==> src/rtl/pipeline_stall_controller_pkg.sv <==
// Shared definitions for the decode-stage stall/flush sequencer: controller states,
// the hard-wired zero register and the grouped stage enable/flush bundles.
package pipeline_stall_controller_pkg;

    typedef enum logic [1:0] {
        RUN    = 2'd0,
        D_WAIT = 2'd1,
        I_WAIT = 2'd2
    } ctrlState_t;

    localparam int unsigned REG_ZERO = 0;

    typedef struct packed {
        logic pc;
        logic ifId;
        logic idEx;
        logic exMem;
    } stageWe_t;

    typedef struct packed {
        logic ifId;
        logic idEx;
        logic memWb;
    } stageFlush_t;

    // Stage enables/flushes while the D-cache refill holds everything up to EX/MEM.
    function automatic stageWe_t dMissWe();
        return stageWe_t'(4'b0000);
    endfunction

    function automatic stageFlush_t dMissFlush();
        stageFlush_t f;
        f       = '0;
        f.memWb = 1'b1;
        return f;
    endfunction

endpackage

==> src/rtl/pipeline_stall_controller_if.sv <==
// Hazard/miss inputs and stage-control outputs of the stall controller.
// The pipeline side uses the master modport, the controller the slave modport.
interface pipeline_stall_controller_if #(
    parameter int REG_ADDR_W = 5,
    parameter int CNT_W      = 16
);
    import pipeline_stall_controller_pkg::*;

    logic [REG_ADDR_W-1:0] id_rs;
    logic [REG_ADDR_W-1:0] id_rt;
    logic [REG_ADDR_W-1:0] ex_rt;
    logic                  ex_mem_read;
    logic                  ex_branch_taken;
    logic                  if_miss;
    logic                  if_fill_done;
    logic                  mem_miss;
    logic                  mem_fill_done;

    logic                  pc_we;
    logic                  if_id_we;
    logic                  id_ex_we;
    logic                  ex_mem_we;
    logic                  if_id_flush;
    logic                  id_ex_flush;
    logic                  mem_wb_flush;
    ctrlState_t            ctrl_state;
    logic [CNT_W-1:0]      stall_count;
    logic                  timeout_err;

    modport master (
        output id_rs, id_rt, ex_rt, ex_mem_read, ex_branch_taken,
               if_miss, if_fill_done, mem_miss, mem_fill_done,
        input  pc_we, if_id_we, id_ex_we, ex_mem_we,
               if_id_flush, id_ex_flush, mem_wb_flush,
               ctrl_state, stall_count, timeout_err
    );

    modport slave (
        input  id_rs, id_rt, ex_rt, ex_mem_read, ex_branch_taken,
               if_miss, if_fill_done, mem_miss, mem_fill_done,
        output pc_we, if_id_we, id_ex_we, ex_mem_we,
               if_id_flush, id_ex_flush, mem_wb_flush,
               ctrl_state, stall_count, timeout_err
    );

endinterface

==> src/rtl/pipeline_stall_controller_load_use_detect.sv <==
// Load-use hazard compare between the load in EX and the sources of the instruction in ID.
// Register zero is hard-wired, so a load targeting it never creates a dependency.
module load_use_detect
    import pipeline_stall_controller_pkg::*;
#(
    parameter int REG_ADDR_W = 5
) (
    input  logic [REG_ADDR_W-1:0] idRs,
    input  logic [REG_ADDR_W-1:0] idRt,
    input  logic [REG_ADDR_W-1:0] exRt,
    input  logic                  exMemRead,
    output logic                  hazard
);

    always_comb begin
        hazard = exMemRead
              && (exRt != REG_ADDR_W'(REG_ZERO))
              && ((idRs == exRt) || (idRt == exRt));
    end

endmodule

==> src/rtl/pipeline_stall_controller.sv <==
// Decode-stage stall/flush sequencer: merges load-use, taken-branch and cache-miss waits
// into per-stage write enables and flushes, counts stall cycles and flags hung refills.
module pipeline_stall_controller
    import pipeline_stall_controller_pkg::*;
#(
    parameter int REG_ADDR_W   = 5,
    parameter int CNT_W        = 16,
    parameter int MISS_TIMEOUT = 255
) (
    input  logic                         clk,
    input  logic                         reset,
    pipeline_stall_controller_if.slave   bus
);

    localparam int WAIT_W = $clog2(MISS_TIMEOUT + 1);

    ctrlState_t        state;
    ctrlState_t        stateNext;
    logic              iPending;
    logic              iPendingNext;
    logic              redirectPending;
    logic              redirectPendingNext;
    logic [WAIT_W-1:0] waitCnt;
    logic [WAIT_W-1:0] waitCntNext;
    logic [CNT_W-1:0]  stallCount;
    logic              timeoutErr;
    logic              loadUse;
    stageWe_t          we;
    stageFlush_t       flush;

    load_use_detect #(
        .REG_ADDR_W (REG_ADDR_W)
    ) uLoadUse (
        .idRs      (bus.id_rs),
        .idRt      (bus.id_rt),
        .exRt      (bus.ex_rt),
        .exMemRead (bus.ex_mem_read),
        .hazard    (loadUse)
    );

    always_ff @(posedge clk or posedge reset) begin
        if (reset) begin
            state           <= RUN;
            iPending        <= 1'b0;
            redirectPending <= 1'b0;
        end else begin
            state           <= stateNext;
            iPending        <= iPendingNext;
            redirectPending <= redirectPendingNext;
        end
    end

    always_comb begin
        stateNext           = state;
        iPendingNext        = iPending;
        redirectPendingNext = redirectPending;
        we                  = '1;
        flush               = '0;

        case (state)
            RUN: begin
                if (bus.mem_miss) begin
                    we           = dMissWe();
                    flush        = dMissFlush();
                    stateNext    = D_WAIT;
                    iPendingNext = bus.if_miss;
                end else if (bus.ex_branch_taken) begin
                    flush.ifId = 1'b1;
                    flush.idEx = 1'b1;
                    if (bus.if_miss) begin
                        stateNext           = I_WAIT;
                        redirectPendingNext = 1'b1;
                    end
                end else if (loadUse) begin
                    // A concurrent I-miss is dropped here; the held PC refetches it.
                    we.pc      = 1'b0;
                    we.ifId    = 1'b0;
                    flush.idEx = 1'b1;
                end else if (bus.if_miss) begin
                    we.pc      = 1'b0;
                    flush.ifId = 1'b1;
                    stateNext  = I_WAIT;
                end
            end

            D_WAIT: begin
                if (bus.if_fill_done) begin
                    iPendingNext = 1'b0;
                end else if (bus.if_miss) begin
                    iPendingNext = 1'b1;
                end
                if (bus.mem_fill_done) begin
                    stateNext    = iPendingNext ? I_WAIT : RUN;
                    iPendingNext = 1'b0;
                end else begin
                    we    = dMissWe();
                    flush = dMissFlush();
                end
            end

            I_WAIT: begin
                if (bus.mem_miss) begin
                    we           = dMissWe();
                    flush        = dMissFlush();
                    stateNext    = D_WAIT;
                    iPendingNext = !bus.if_fill_done;
                end else begin
                    we.pc      = 1'b0;
                    flush.ifId = 1'b1;
                    if (bus.ex_branch_taken) begin
                        we.pc               = 1'b1;
                        flush.idEx          = 1'b1;
                        redirectPendingNext = 1'b1;
                    end
                    // A fill for a redirected fetch is wrong-path and must not enter ID.
                    if (bus.if_fill_done) begin
                        stateNext = RUN;
                        if (!(redirectPending || bus.ex_branch_taken)) begin
                            we.pc      = 1'b1;
                            we.ifId    = 1'b1;
                            flush.ifId = 1'b0;
                        end
                    end
                end
            end

            default: begin
                stateNext = RUN;
            end
        endcase

        if (stateNext == RUN) begin
            redirectPendingNext = 1'b0;
        end

        if (reset) begin
            we    = '0;
            flush = '1;
        end
    end

    // Wait streak length; starts at the first edge spent inside a wait and holds at the limit.
    always_comb begin
        waitCntNext = '0;
        if ((stateNext != RUN) && (state != RUN)) begin
            if (waitCnt != WAIT_W'(MISS_TIMEOUT)) begin
                waitCntNext = waitCnt + WAIT_W'(1);
            end else begin
                waitCntNext = waitCnt;
            end
        end
    end

    always_ff @(posedge clk or posedge reset) begin
        if (reset) begin
            waitCnt    <= '0;
            stallCount <= '0;
            timeoutErr <= 1'b0;
        end else begin
            waitCnt <= waitCntNext;
            if (!we.pc && (stallCount != '1)) begin
                stallCount <= stallCount + CNT_W'(1);
            end
            if (waitCntNext == WAIT_W'(MISS_TIMEOUT)) begin
                timeoutErr <= 1'b1;
            end
        end
    end

    assign bus.pc_we        = we.pc;
    assign bus.if_id_we     = we.ifId;
    assign bus.id_ex_we     = we.idEx;
    assign bus.ex_mem_we    = we.exMem;
    assign bus.if_id_flush  = flush.ifId;
    assign bus.id_ex_flush  = flush.idEx;
    assign bus.mem_wb_flush = flush.memWb;
    assign bus.ctrl_state   = state;
    assign bus.stall_count  = stallCount;
    assign bus.timeout_err  = timeoutErr;

endmodule

==> src/flat_wrapper.sv <==
// flat-port wrapper written by rule: the top's interface ports become plain ports
module pipeline_stall_controller_flat import pipeline_stall_controller_pkg::*;
#(
    parameter int REG_ADDR_W   = 5,
    parameter int CNT_W        = 16,
    parameter int MISS_TIMEOUT = 255
)
  (clk, reset, bus_id_rs, bus_id_rt, bus_ex_rt, bus_ex_mem_read, bus_ex_branch_taken, bus_if_miss, bus_if_fill_done, bus_mem_miss, bus_mem_fill_done, bus_pc_we, bus_if_id_we, bus_id_ex_we, bus_ex_mem_we, bus_if_id_flush, bus_id_ex_flush, bus_mem_wb_flush, bus_ctrl_state, bus_stall_count, bus_timeout_err);
  pipeline_stall_controller_if #(.REG_ADDR_W(REG_ADDR_W), .CNT_W(CNT_W)) bus_i ();
  input  logic clk;
  input  logic reset;
  input wire logic [$bits(bus_i.id_rs)-1:0] bus_id_rs;
  input wire logic [$bits(bus_i.id_rt)-1:0] bus_id_rt;
  input wire logic [$bits(bus_i.ex_rt)-1:0] bus_ex_rt;
  input wire logic [$bits(bus_i.ex_mem_read)-1:0] bus_ex_mem_read;
  input wire logic [$bits(bus_i.ex_branch_taken)-1:0] bus_ex_branch_taken;
  input wire logic [$bits(bus_i.if_miss)-1:0] bus_if_miss;
  input wire logic [$bits(bus_i.if_fill_done)-1:0] bus_if_fill_done;
  input wire logic [$bits(bus_i.mem_miss)-1:0] bus_mem_miss;
  input wire logic [$bits(bus_i.mem_fill_done)-1:0] bus_mem_fill_done;
  output wire logic [$bits(bus_i.pc_we)-1:0] bus_pc_we;
  output wire logic [$bits(bus_i.if_id_we)-1:0] bus_if_id_we;
  output wire logic [$bits(bus_i.id_ex_we)-1:0] bus_id_ex_we;
  output wire logic [$bits(bus_i.ex_mem_we)-1:0] bus_ex_mem_we;
  output wire logic [$bits(bus_i.if_id_flush)-1:0] bus_if_id_flush;
  output wire logic [$bits(bus_i.id_ex_flush)-1:0] bus_id_ex_flush;
  output wire logic [$bits(bus_i.mem_wb_flush)-1:0] bus_mem_wb_flush;
  output wire logic [$bits(bus_i.ctrl_state)-1:0] bus_ctrl_state;
  output wire logic [$bits(bus_i.stall_count)-1:0] bus_stall_count;
  output wire logic [$bits(bus_i.timeout_err)-1:0] bus_timeout_err;
  assign bus_i.id_rs = bus_id_rs;
  assign bus_i.id_rt = bus_id_rt;
  assign bus_i.ex_rt = bus_ex_rt;
  assign bus_i.ex_mem_read = bus_ex_mem_read;
  assign bus_i.ex_branch_taken = bus_ex_branch_taken;
  assign bus_i.if_miss = bus_if_miss;
  assign bus_i.if_fill_done = bus_if_fill_done;
  assign bus_i.mem_miss = bus_mem_miss;
  assign bus_i.mem_fill_done = bus_mem_fill_done;
  assign bus_pc_we = bus_i.pc_we;
  assign bus_if_id_we = bus_i.if_id_we;
  assign bus_id_ex_we = bus_i.id_ex_we;
  assign bus_ex_mem_we = bus_i.ex_mem_we;
  assign bus_if_id_flush = bus_i.if_id_flush;
  assign bus_id_ex_flush = bus_i.id_ex_flush;
  assign bus_mem_wb_flush = bus_i.mem_wb_flush;
  assign bus_ctrl_state = bus_i.ctrl_state;
  assign bus_stall_count = bus_i.stall_count;
  assign bus_timeout_err = bus_i.timeout_err;
  pipeline_stall_controller #(.REG_ADDR_W(REG_ADDR_W), .CNT_W(CNT_W), .MISS_TIMEOUT(MISS_TIMEOUT)) u_core (.clk(clk), .reset(reset), .bus(bus_i));
endmodule
==> config.mk <==
export PLATFORM = sky130hd
export DESIGN_NAME = pipeline_stall_controller_flat
export DESIGN_NICKNAME = d
export VERILOG_FILES = /design/src/rtl/pipeline_stall_controller_pkg.sv /design/src/rtl/pipeline_stall_controller_if.sv /design/src/rtl/pipeline_stall_controller_load_use_detect.sv /design/src/rtl/pipeline_stall_controller.sv /design/src/flat_wrapper.sv
export SDC_FILE = /design/constraint.sdc
export NUM_CORES = 1
export LEC_CHECK = 0
export BUFFER_PORTS_ARGS = -buffer_cell sky130_fd_sc_hd__buf_2
export CORE_ASPECT_RATIO = 0.75
export CORE_MARGIN = 3
export CORE_UTILIZATION = 40
export DETAILED_ROUTE_END_ITERATION = 6
export PLACE_DENSITY = 0.77
export SYNTH_ARGS = -nofsm -noshare
export SYNTH_HDL_FRONTEND = slang
export SYNTH_HIERARCHICAL = 1
export SYNTH_SLANG_ARGS = --single-unit
==> constraint.sdc <==
create_clock -name clk -period 1.7 [get_ports clk]
set_input_delay 0.255 -clock clk [delete_from_list [all_inputs] [get_ports clk]]
set_output_delay 0.255 -clock clk [all_outputs]
set_load 0.03 [all_outputs]
==> results of run 1 <==
## logic make-up (layout without fill, tap and decap cells)
| family | Yosys count | after routing |
|---|---|---|
| flops | 29 | 29 |
| fa+ha+maj | 6 | 6 |
| simple gates | 87 | 87 |
| buf+inv | 11 | 122 |
| xor+xnor | 27 | 27 |
| compound gates | 36 | 36 |
| mux | 2 | 2 |
## final cells by class
type                    count  area, um2  share of cell area, %
multi-input cells         158       1450                   45.2
clock buffers               7       96.3                   2.99
well taps                  55       68.8                   2.14
flip-flops and latches     29        728                   22.6
repair buffers            104        825                   25.6
inverters                  10       42.5                   1.32
clock inverters             1       5.00                  0.155
## power breakdown
group,internal (mW),switching [mW],leakage [nW]
logic,1.34,1.49,1.04
clock network,0.366,0.282,0.0542
registers,0.838,0.150,0.374
total,2.54,1.92,1.46
## cells in the mapped netlist (2+ instances only)
library cell	count	share of area [%]
a211oi_1	2	0.81
and4b_1	2	1.1
nor3_1	9	2.4
and4_1	2	0.94
dfrtp_1	29	39
and2_1	3	1.0
nand2b_4	2	1.5
ha_1	6	4.0
xnor2_1	15	7.0
and3_1	4	1.3
nand2b_1	2	0.67
nand3_1	7	1.9
nor2b_1	2	0.67
nand2_1	19	3.8
a31oi_1	2	0.67
inv_1	10	2.0
o21ai_0	10	2.7
xor2_1	12	5.6
nor2_1	16	3.2
a21oi_1	11	3.0
mux2_2	2	1.2
nand4_1	6	2.0
and2b_2	2	0.94
## metrics by stage
stage          util [%]  area (um2)  setup slack, ps  power (mW)
3_5_place_dp       60.1        2560             -589        2.88
6_report           75.7        3220             -470        4.46
4_1_cts            71.6        3040             -363        4.12
5_1_grt            75.7        3220             -516        4.66
3_3_place_gp       60.1        2560             -477        2.79
2_1_floorplan         -        1990             -381        2.19
## worst max-delay path: stages
cell	delay (ps)
buf_6	100
buf_6	100
or4_4	450
o21ai_4	180
a21oi_4	70
nand2b_4	90
nand4_1	180
and3_4	210
o21ai_4	130
buf_6	140
## final timing paths
path / startpoint / end / slack, ps / cells after the start
worst max-delay path: bus_ex_rt[3] / bus_if_id_flush / -470 / 10
worst min-delay path: reset / u_core/waitCnt[1]$_DFF_PP0_ / 300 / 3
worst max register to register: u_core/bus.ctrl_state[1]$_DFF_PP0_ / u_core/bus.stall_count[4]$_DFFE_PP0P_ / -450 / 10
worst min register to register: u_core/bus.timeout_err$_DFFE_PP0N_ / u_core/bus.timeout_err$_DFFE_PP0N_ / 470 / 2
max in group asynchronous: reset / u_core/bus.ctrl_state[0]$_DFF_PP0_ / 1100 / 3
min in group clk: bus_ex_branch_taken / u_core/redirectPending$_DFFE_PP0P_ / 430 / 3
## layer usage
layer	routed length (um)	up-vias	part of all wire, %	GRT usage, %
met5	0	-	0	0
met4	409	0	5.6	12.5
met3	500	42	6.8	5.39
met2	3460	129	47	40.6
met1	2950	1010	40	32.8
li1	-	926	-	-
## state kept, by name, indices dropped and copies added (netlist names)
register / cells
u_core/redirectPending: 1
u_core/waitCnt: 8
u_core/bus.ctrl_state: 2
u_core/bus.timeout_err: 1
u_core/bus.stall_count: 16
u_core/iPending: 1
## repair_timing
| item | CTS | global route |
|---|---|---|
| cloned | 1 | 0 |
| buffers inserted | 16 | 4 |
| resized for setup | 61 | 31 |
| setup endpoints to repair | 34 | 36 |
| pin swaps | 24 | 25 |
==> results.json, run 1 <==
{
  "coreArea_um2": 4250,
  "clock_path_buffers": 2,
  "synth_fp_nets": 227,
  "placed_cells_incl_taps": 336,
  "ant_nets": 0,
  "cts_tree": "yes",
  "slew_violations": 0,
  "cts.clk_slew.worst_paths_ps": 70,
  "die_area_um2": 5520,
  "grt_pass1_wl_um": 10700,
  "synth.distinct_cells": 46,
  "grt_max_degree": 30,
  "syn_area_um2": 1860,
  "floorplan.initialDensity_pct": 43.8,
  "p_per_area_nw_per_um2": 1390,
  "fp.dieH_um": 65.1,
  "routed_via_density": 5.79,
  "syn2layout_area_growth_pct": 72.7,
  "syn_avg_cell_area_um2": 9.42,
  "dr_total_vias": 2107,
  "hold_viol": 0,
  "wl_um": 7310,
  "crit_required_ps": 1440,
  "h-tree-depth": 2,
  "finClkSkew_ps": 8.23,
  "antenna_found_initial": 0,
  "cap_viol_max_count": 0,
  "tns_ps": -12050,
  "synth-edff-count": 0,
  "synthMuxAreaShare_pct": 1.21,
  "diodes": 0,
  "synth-warning-count": 6,
  "synth_compound_area_share_pct": 14.2,
  "drive_above_1_share_pct": 58.3,
  "async_reset_ff_share_pct": 100,
  "critPathMaxFanout": 3,
  "clock_sinks": 29,
  "seq_area_frac_synth_pct": 38.9,
  "fin_nets": 337,
  "final_cell_count_no_fill": 364,
  "num_rows": 20,
  "holdCritPathClass": "primary input to asynchronous set/reset pin",
  "rsz0062_at_grt": "true",
  "grt_pass1_vias": 2025,
  "grt-ovfl-total": 0,
  "cts_hold_buf": 0,
  "leakagePower_nw": 1.46,
  "io_pins": 49,
  "crit_path_start_kind": "primary input",
  "worst_slack_ps": -470,
  "violations": "setup timing",
  "hold_ws_ps": 297,
  "post-route-period-util_pct": 128,
  "relSlewSlack_pct": 72.1,
  "ctsRootBufferMaster": "clkbuf_8",
  "numPortBuffers": 48,
  "grt_usage_pct": 25.4,
  "insertion_delay_ps": 290,
  "gp_congestion": 0.849,
  "hpwl_um": 3950,
  "firstDrtPassIters": 5,
  "synthFlopType": "dfrtp_1",
  "finalSetupViolations": 35,
  "synth_seq_cells": 29,
  "drt_iter0_markers": 171,
  "final_cell_mix": "buf_4 (40), buf_2 (37), dfrtp_1 (27), buf_6 (23), nand2_1 (14)",
  "n_fill_cell": 249,
  "wl_per_cell_um": 20.1,
  "syn_inst": 198,
  "status": "finished, violations left",
  "route.detailed.drc": 0,
  "critPathCaptureType": "output pin",
  "critical_path_class": "primary input to output pin",
  "synthAdderAreaFrac_pct": 4.03,
  "fmax_mhz": 461,
  "final_common_cell": "buf_4",
  "peakVddDrop_uv": 1070,
  "worstPathArrival_ps": 1910,
  "numCtsBuffers": 5,
  "tightest_slew_ps": 416,
  "die_x_um": 84.8,
  "synthSimpleGateAreaFrac_pct": 26.5,
  "synth_top_family_by_area": "simple AND/OR/NAND/NOR gates",
  "yosys.area_share.xor_xnor_pct": 12.7,
  "layout_min_cycle_time_ps": 2170
}
Power figures use the tool's default switching activity.
==> run 2: changes to the inputs <==
- CORE_UTILIZATION: 40 -> 47
- PLACE_DENSITY: 0.77 -> 0.86
==> results.json, run 2 (synthesized netlist as in run 1, its figures left out) <==
{
  "status": "finished, violations left",
  "violations": "setup timing",
  "grt_max_degree": 30,
  "syn2layout_area_growth_pct": 63.5,
  "slew_violations": 0,
  "relSlewSlack_pct": 59.9,
  "worst_slack_ps": -595,
  "placed_cells_incl_taps": 329,
  "drt_iter0_markers": 268,
  "leakagePower_nw": 1.36,
  "h-tree-depth": 2,
  "gp_congestion": 0.914,
  "reg2reg_to": "u_core/bus.stall_count[8]$_DFFE_PP0P_",
  "final_cell_mix": "buf_2 (35), buf_4 (35), dfrtp_1 (27), buf_6 (25), nand2_1 (16)",
  "tns_ps": -15360,
  "ctsRootBufferMaster": "clkbuf_8",
  "layout_min_cycle_time_ps": 2290,
  "hold_viol": 0,
  "critical_path_class": "primary input to register",
  "drive_above_1_share_pct": 53.8,
  "tightest_slew_ps": 598,
  "coreArea_um2": 3730,
  "largest_reg_flops": 16,
  "worstPathArrival_ps": 2510,
  "hpwl_um": 3870,
  "fp.dieH_um": 60.5,
  "worst_path_max_delay_cell": "a311oi_4",
  "crit_required_ps": 1920,
  "firstDrtPassIters": 7,
  "numPortBuffers": 48,
  "io_pins": 49,
  "num_rows": 19,
  "route.detailed.drc": 0,
  "clock_path_buffers": 2,
  "peakVddDrop_uv": 1140,
  "cts.clk_slew.worst_paths_ps": 80,
  "antenna_found_initial": 0,
  "fin_nets": 331,
  "cpMostUsedCell": "buf_4",
  "rsz0062_at_grt": "true",
  "r2r_slack_ps": -360,
  "grt_usage_pct": 28.3,
  "clock_sinks": 29,
  "grt_pass1_vias": 2083,
  "ant_nets": 0,
  "slowest_delay_ps": 390,
  "finalSetupViolations": 35,
  "floorplan.initialDensity_pct": 49.9,
  "path_cells": "buf_4, xor2_1, nor3_1, nand3_1, a21oi_4, nand2b_4, buf_6, a31o_1, a311oi_4, buf_4, o21ai_4, nor2_2",
  "numCtsBuffers": 5,
  "critPathCaptureType": "register",
  "crit_family": "compound AO/OA/AOI/OAI gates",
  "grt-ovfl-total": 0,
  "cap_viol_max_count": 0,
  "dr_total_vias": 2206,
  "insertion_delay_ps": 300,
  "fmax_mhz": 436,
  "p_per_area_nw_per_um2": 1350,
  "diodes": 0,
  "r2r_cells": 9,
  "power.total_mw": 4.11,
  "die_x_um": 78.7,
  "grt_pass1_wl_um": 10300,
  "die_area_um2": 4770,
  "critPathBufInv": 3,
  "finClkSkew_ps": 11.9,
  "post-place-ws_ps": -600,
  "routed_via_density": 6.21,
  "wl_um": 7320,
  "final_cell_count_no_fill": 355,
  "r2r-start": "u_core/bus.ctrl_state[1]$_DFF_PP0_",
  "critPathMaxFanout": 4,
  "critical_path.startpoint": "bus_ex_rt[2]",
  "wl_per_cell_um": 20.6,
  "cts_tree": "yes",
  "crit_path_start_kind": "primary input",
  "post-route-period-util_pct": 135,
  "holdCritPathClass": "primary input to asynchronous set/reset pin"
}
-- run 2: cell count changes in the layout (fill, tap and decap cells not counted), moves of 3 or more --
| cell | before | now |
|---|---|---|
| buf_4 | 40 | 35 |
| nor2_1 | 9 | 12 |
| nand2_4 | 4 | 0 |
| nor2_4 | 5 | 1 |
-- run 2: per-layer routing --
metal  vias to the layer above  GRT usage, %  part of all wire [%]  routed length, um
li1                        920             -                     -                  -
met1                      1054          38.8                    39               2860
met2                       174          45.6                    46               3350
met3                        58          5.34                   8.7                640
met4                         0          10.2                   6.4                472
met5                         -             0                     0                  0
-- run 2: repair_timing --
action	4_1_cts	5_1_grt
gates cloned	2	0
endpoints found under the setup margin	33	35
resized for setup	55	18
setup buffers	13	4
pin swaps	18	20
hold buffers	0	0
-- run 2: worst max path at each step --
stage / cells after the start / end
final: 12 / u_core/waitCnt[2]$_DFF_PP0_
after global routing: 12 / u_core/waitCnt[2]$_DFF_PP0_
after CTS: 8 / bus_id_ex_flush
after detailed placement: 10 / u_core/bus.stall_count[1]$_DFFE_PP0P_
after global placement: 10 / u_core/bus.stall_count[1]$_DFFE_PP0P_
after floorplan: 9 / u_core/bus.stall_count[8]$_DFFE_PP0P_
-- run 2: where the power goes --
part	switching, mW	total, mW	internal (mW)
Sequential	0.150	0.988	0.838
Combinational	1.37	2.54	1.17
Clock	0.296	0.580	0.283
Total	1.82	4.11	2.29
-- run 2: layout make-up --
class | instances | area, um2
multi-input combinational | 160 | 1400
timing repair buffer | 96 | 734
sequential | 29 | 728
fill | 183 | 684
clock buffer | 6 | 72.6
tap | 52 | 65.1
inverter | 10 | 40.0
clock inverter | 2 | 10.0
-- run 2: worst min-delay path: stages --
cell and delay (ps):
buf_2 160, inv_1 190, buf_4 410
-- run 2: metrics by stage --
stage                     cell area (um2)  hold WS, ps  util (%)
after floorplan                      1990          373         -
after global placement               2520          443      67.6
after detailed placement             2520          447      67.6
after CTS                            2940          271      78.8
after global routing                 3050          344      81.7
final                                3050          295      81.7
==> run 3: changes to the inputs <==
- CORE_UTILIZATION: 47 -> 48
- PLACE_DENSITY: 0.86 -> 0.87
- SYNTH_HIERARCHICAL: 1 -> unset
==> results.json, run 3 <==
{
  "status": "finished, violations left",
  "violations": "DRC, setup timing",
  "hpwl_um": 4750,
  "wl_met1_um": 3850,
  "r2r_cells": 10,
  "worstPathArrival_ps": 2020,
  "hold_depth": 4,
  "layout_min_cycle_time_ps": 2280,
  "wl_met3_um": 1580,
  "cts.clk_slew.worst_paths_ps": 70,
  "synth_top_family_by_area": "simple AND/OR/NAND/NOR gates",
  "finalSetupViolations": 34,
  "post-synth-top-count-cell": "dfrtp_1",
  "p_per_area_nw_per_um2": 1600,
  "synthAdderAreaFrac_pct": 3.92,
  "cts_tree": "yes",
  "leakagePower_nw": 1.64,
  "async_reset_ff_share_pct": 100,
  "wl_per_cell_um": 28.9,
  "tightest_slew_ps": 520,
  "top_layer": "met4",
  "syn_area_um2": 1910,
  "yosys.area_share.xor_xnor_pct": 12.4,
  "cap_viol_max_count": 0,
  "synthMuxAreaShare_pct": 2.16,
  "grt_usage_pct": 37.5,
  "numPortBuffers": 48,
  "largest_reg_flops": 16,
  "wl_um": 11600,
  "slowest_delay_ps": 530,
  "worst_slack_ps": -578,
  "holdCritPathClass": "primary input to register",
  "io_pins": 49,
  "diodes": 0,
  "synth_fp_nets": 244,
  "critical_path_class": "primary input to output pin",
  "syn2layout_area_growth_pct": 90.3,
  "yosysTopAreaCell": "dfrtp_1",
  "dr_wl_met2_um": 5010,
  "critPathCaptureType": "output pin",
  "min_from": "bus_if_fill_done",
  "fmax_mhz": 439,
  "critPathMaxFanout": 2,
  "numCtsBuffers": 5,
  "synth_compound_area_share_pct": 14.5,
  "hold-path-endpoint": "u_core.iPending$_DFFE_PP0P_",
  "ctsRootBufferMaster": "clkbuf_8",
  "post-route-period-util_pct": 134,
  "grt-ovfl-total": 0,
  "die_x_um": 78.9,
  "final_area_um2": 3640,
  "crit_path_start_kind": "primary input",
  "syn_avg_cell_area_um2": 8.90,
  "synth-edff-count": 0,
  "route.detailed.drc": 24,
  "critPathBufInv": 2,
  "synthSimpleGateAreaFrac_pct": 26.7,
  "slew_violations": 0,
  "routed_via_density": 7.10,
  "synth_commonest_cells": "dfrtp_1 (29), nand2_1 (17), nor2_1 (16), xnor2_1 (16), o21ai_0 (13)",
  "tns_ps": -13240,
  "worst_path_max_delay_cell": "or4_4",
  "firstDrtPassIters": 7,
  "dr_total_vias": 2840,
  "syn_inst": 215,
  "ant_nets": 0,
  "gp_congestion": 0.879,
  "seq_area_frac_synth_pct": 37.9,
  "relSlewSlack_pct": 65.2,
  "synthFlopType": "dfrtp_1",
  "post-place-ws_ps": -548,
  "power.total_mw": 5.82,
  "path_cells": "buf_6, or4_4, o21ai_2, or2_4, or2_4, or3b_4, a31oi_4, buf_6",
  "grt_pass1_vias": 2573,
  "crit_family": "simple AND/OR/NAND/NOR gates",
  "synth.area.top_cells": "dfrtp_1 (38%), xnor2_1 (7.3%), xor2_1 (5.0%), ha_1 (3.9%), o21ai_0 (3.4%)",
  "synth.distinct_cells": 42,
  "coreArea_um2": 3760,
  "clock_sinks": 29,
  "die_area_um2": 4790,
  "insertion_delay_ps": 290,
  "path_depth": 8,
  "clock_path_buffers": 2,
  "fp.dieH_um": 60.7,
  "crit_required_ps": 1440,
  "synth_seq_cells": 29,
  "hold_viol": 0,
  "grt_pass1_wl_um": 13400,
  "final_cell_mix": "buf_4 (54), buf_2 (37), buf_6 (30), dfrtp_1 (22), nand2_1 (14)",
  "final_util_pct": 97.0,
  "rsz0062_at_grt": "true",
  "num_rows": 19,
  "finClkSkew_ps": 2.82,
  "synth_top_area_share_pct": 37.9,
  "post_dp_cell_area_um2": 2920,
  "drt_iter0_markers": 478,
  "final_common_cell": "buf_4",
  "r2r_slack_ps": -490,
  "reg2reg_to": "u_core.bus.stall_count[9]$_DFFE_PP0P_",
  "floorplan.initialDensity_pct": 51.0,
  "synth-warning-count": 0,
  "r2r-start": "u_core.bus.ctrl_state[0]$_DFF_PP0_",
  "h-tree-depth": 2,
  "drive_above_1_share_pct": 62.4,
  "grt_max_degree": 30,
  "n_fill_cell": 68,
  "antenna_found_initial": 0,
  "peakVddDrop_uv": 1250,
  "fin_nets": 376
}
[run 3: cell count changes after synthesis, sizes merged, moves of 3 or more]
cell,before,now
nand2,20,17
mux2i,0,3
and3,5,9
nand3,7,11
o21ai,12,16
[run 3: cell families (layout without fill, tap and decap cells)]
family	Yosys count	in the layout
buf+inv	11	143
mux	4	4
compound gates	42	43
flops	29	29
simple gates	96	96
fa+ha+maj	6	6
xor+xnor	27	27
[run 3: report_power, final]
group          leakage (nW)  switching, mW  internal (mW)
Combinational          1.23           2.34           1.90
Clock                0.0450          0.300          0.284
Sequential            0.368          0.147          0.844
[run 3: layout make-up]
cell class | count | area (um2) | area share (%)
repair buffers | 126 | 1040 | 28.5
inverters | 9 | 43.8 | 1.20
flip-flops and latches | 29 | 734 | 20.2
well taps | 52 | 65.1 | 1.79
multi-input cells | 176 | 1680 | 46.1
clock buffers | 6 | 72.6 | 1.99
clock inverters | 2 | 10.0 | 0.275
[run 3: metrics by stage]
stage | instances | hold slack (ps)
after floorplan | 215 | 388
after CTS | 394 | 337
after detailed placement | 371 | 471
final | 400 | 359
after global routing | 400 | 385
after global placement | 371 | 460
[run 3: repair_timing]
item                                    CTS  global route
hold buffers                              0             0
gates resized for setup                  63            38
endpoints found under the setup margin   33            36
pin swaps                                29            18
setup buffers                            14             5
gates cloned                              2             1
[run 3: worst max path at each step]
stage                                       startpoint                          end
floorplan                                 bus_ex_rt[0]                    bus_pc_we
global placement                          bus_ex_rt[0]                    bus_pc_we
detailed placement                        bus_ex_rt[3]  u_core.waitCnt[3]$_DFF_PP0_
CTS                                       bus_ex_rt[0]                    bus_pc_we
global route        u_core.bus.ctrl_state[0]$_DFF_PP0_  u_core.waitCnt[3]$_DFF_PP0_
finish                                    bus_ex_rt[0]                    bus_pc_we
[run 3: metal layers]
| layer | GRT usage (%) | vias to the layer above |
|---|---|---|
| met5 | 0 | - |
| met4 | 20.1 | 0 |
| met3 | 10.2 | 127 |
| met2 | 62.9 | 349 |
| met1 | 45.2 | 1322 |
| li1 | - | 1042 |
[run 3: tightest hold or removal path: stages]
cell and delay, ps:
buf_2 130, nand2_1 80, o221ai_1 80, o21ai_1 60
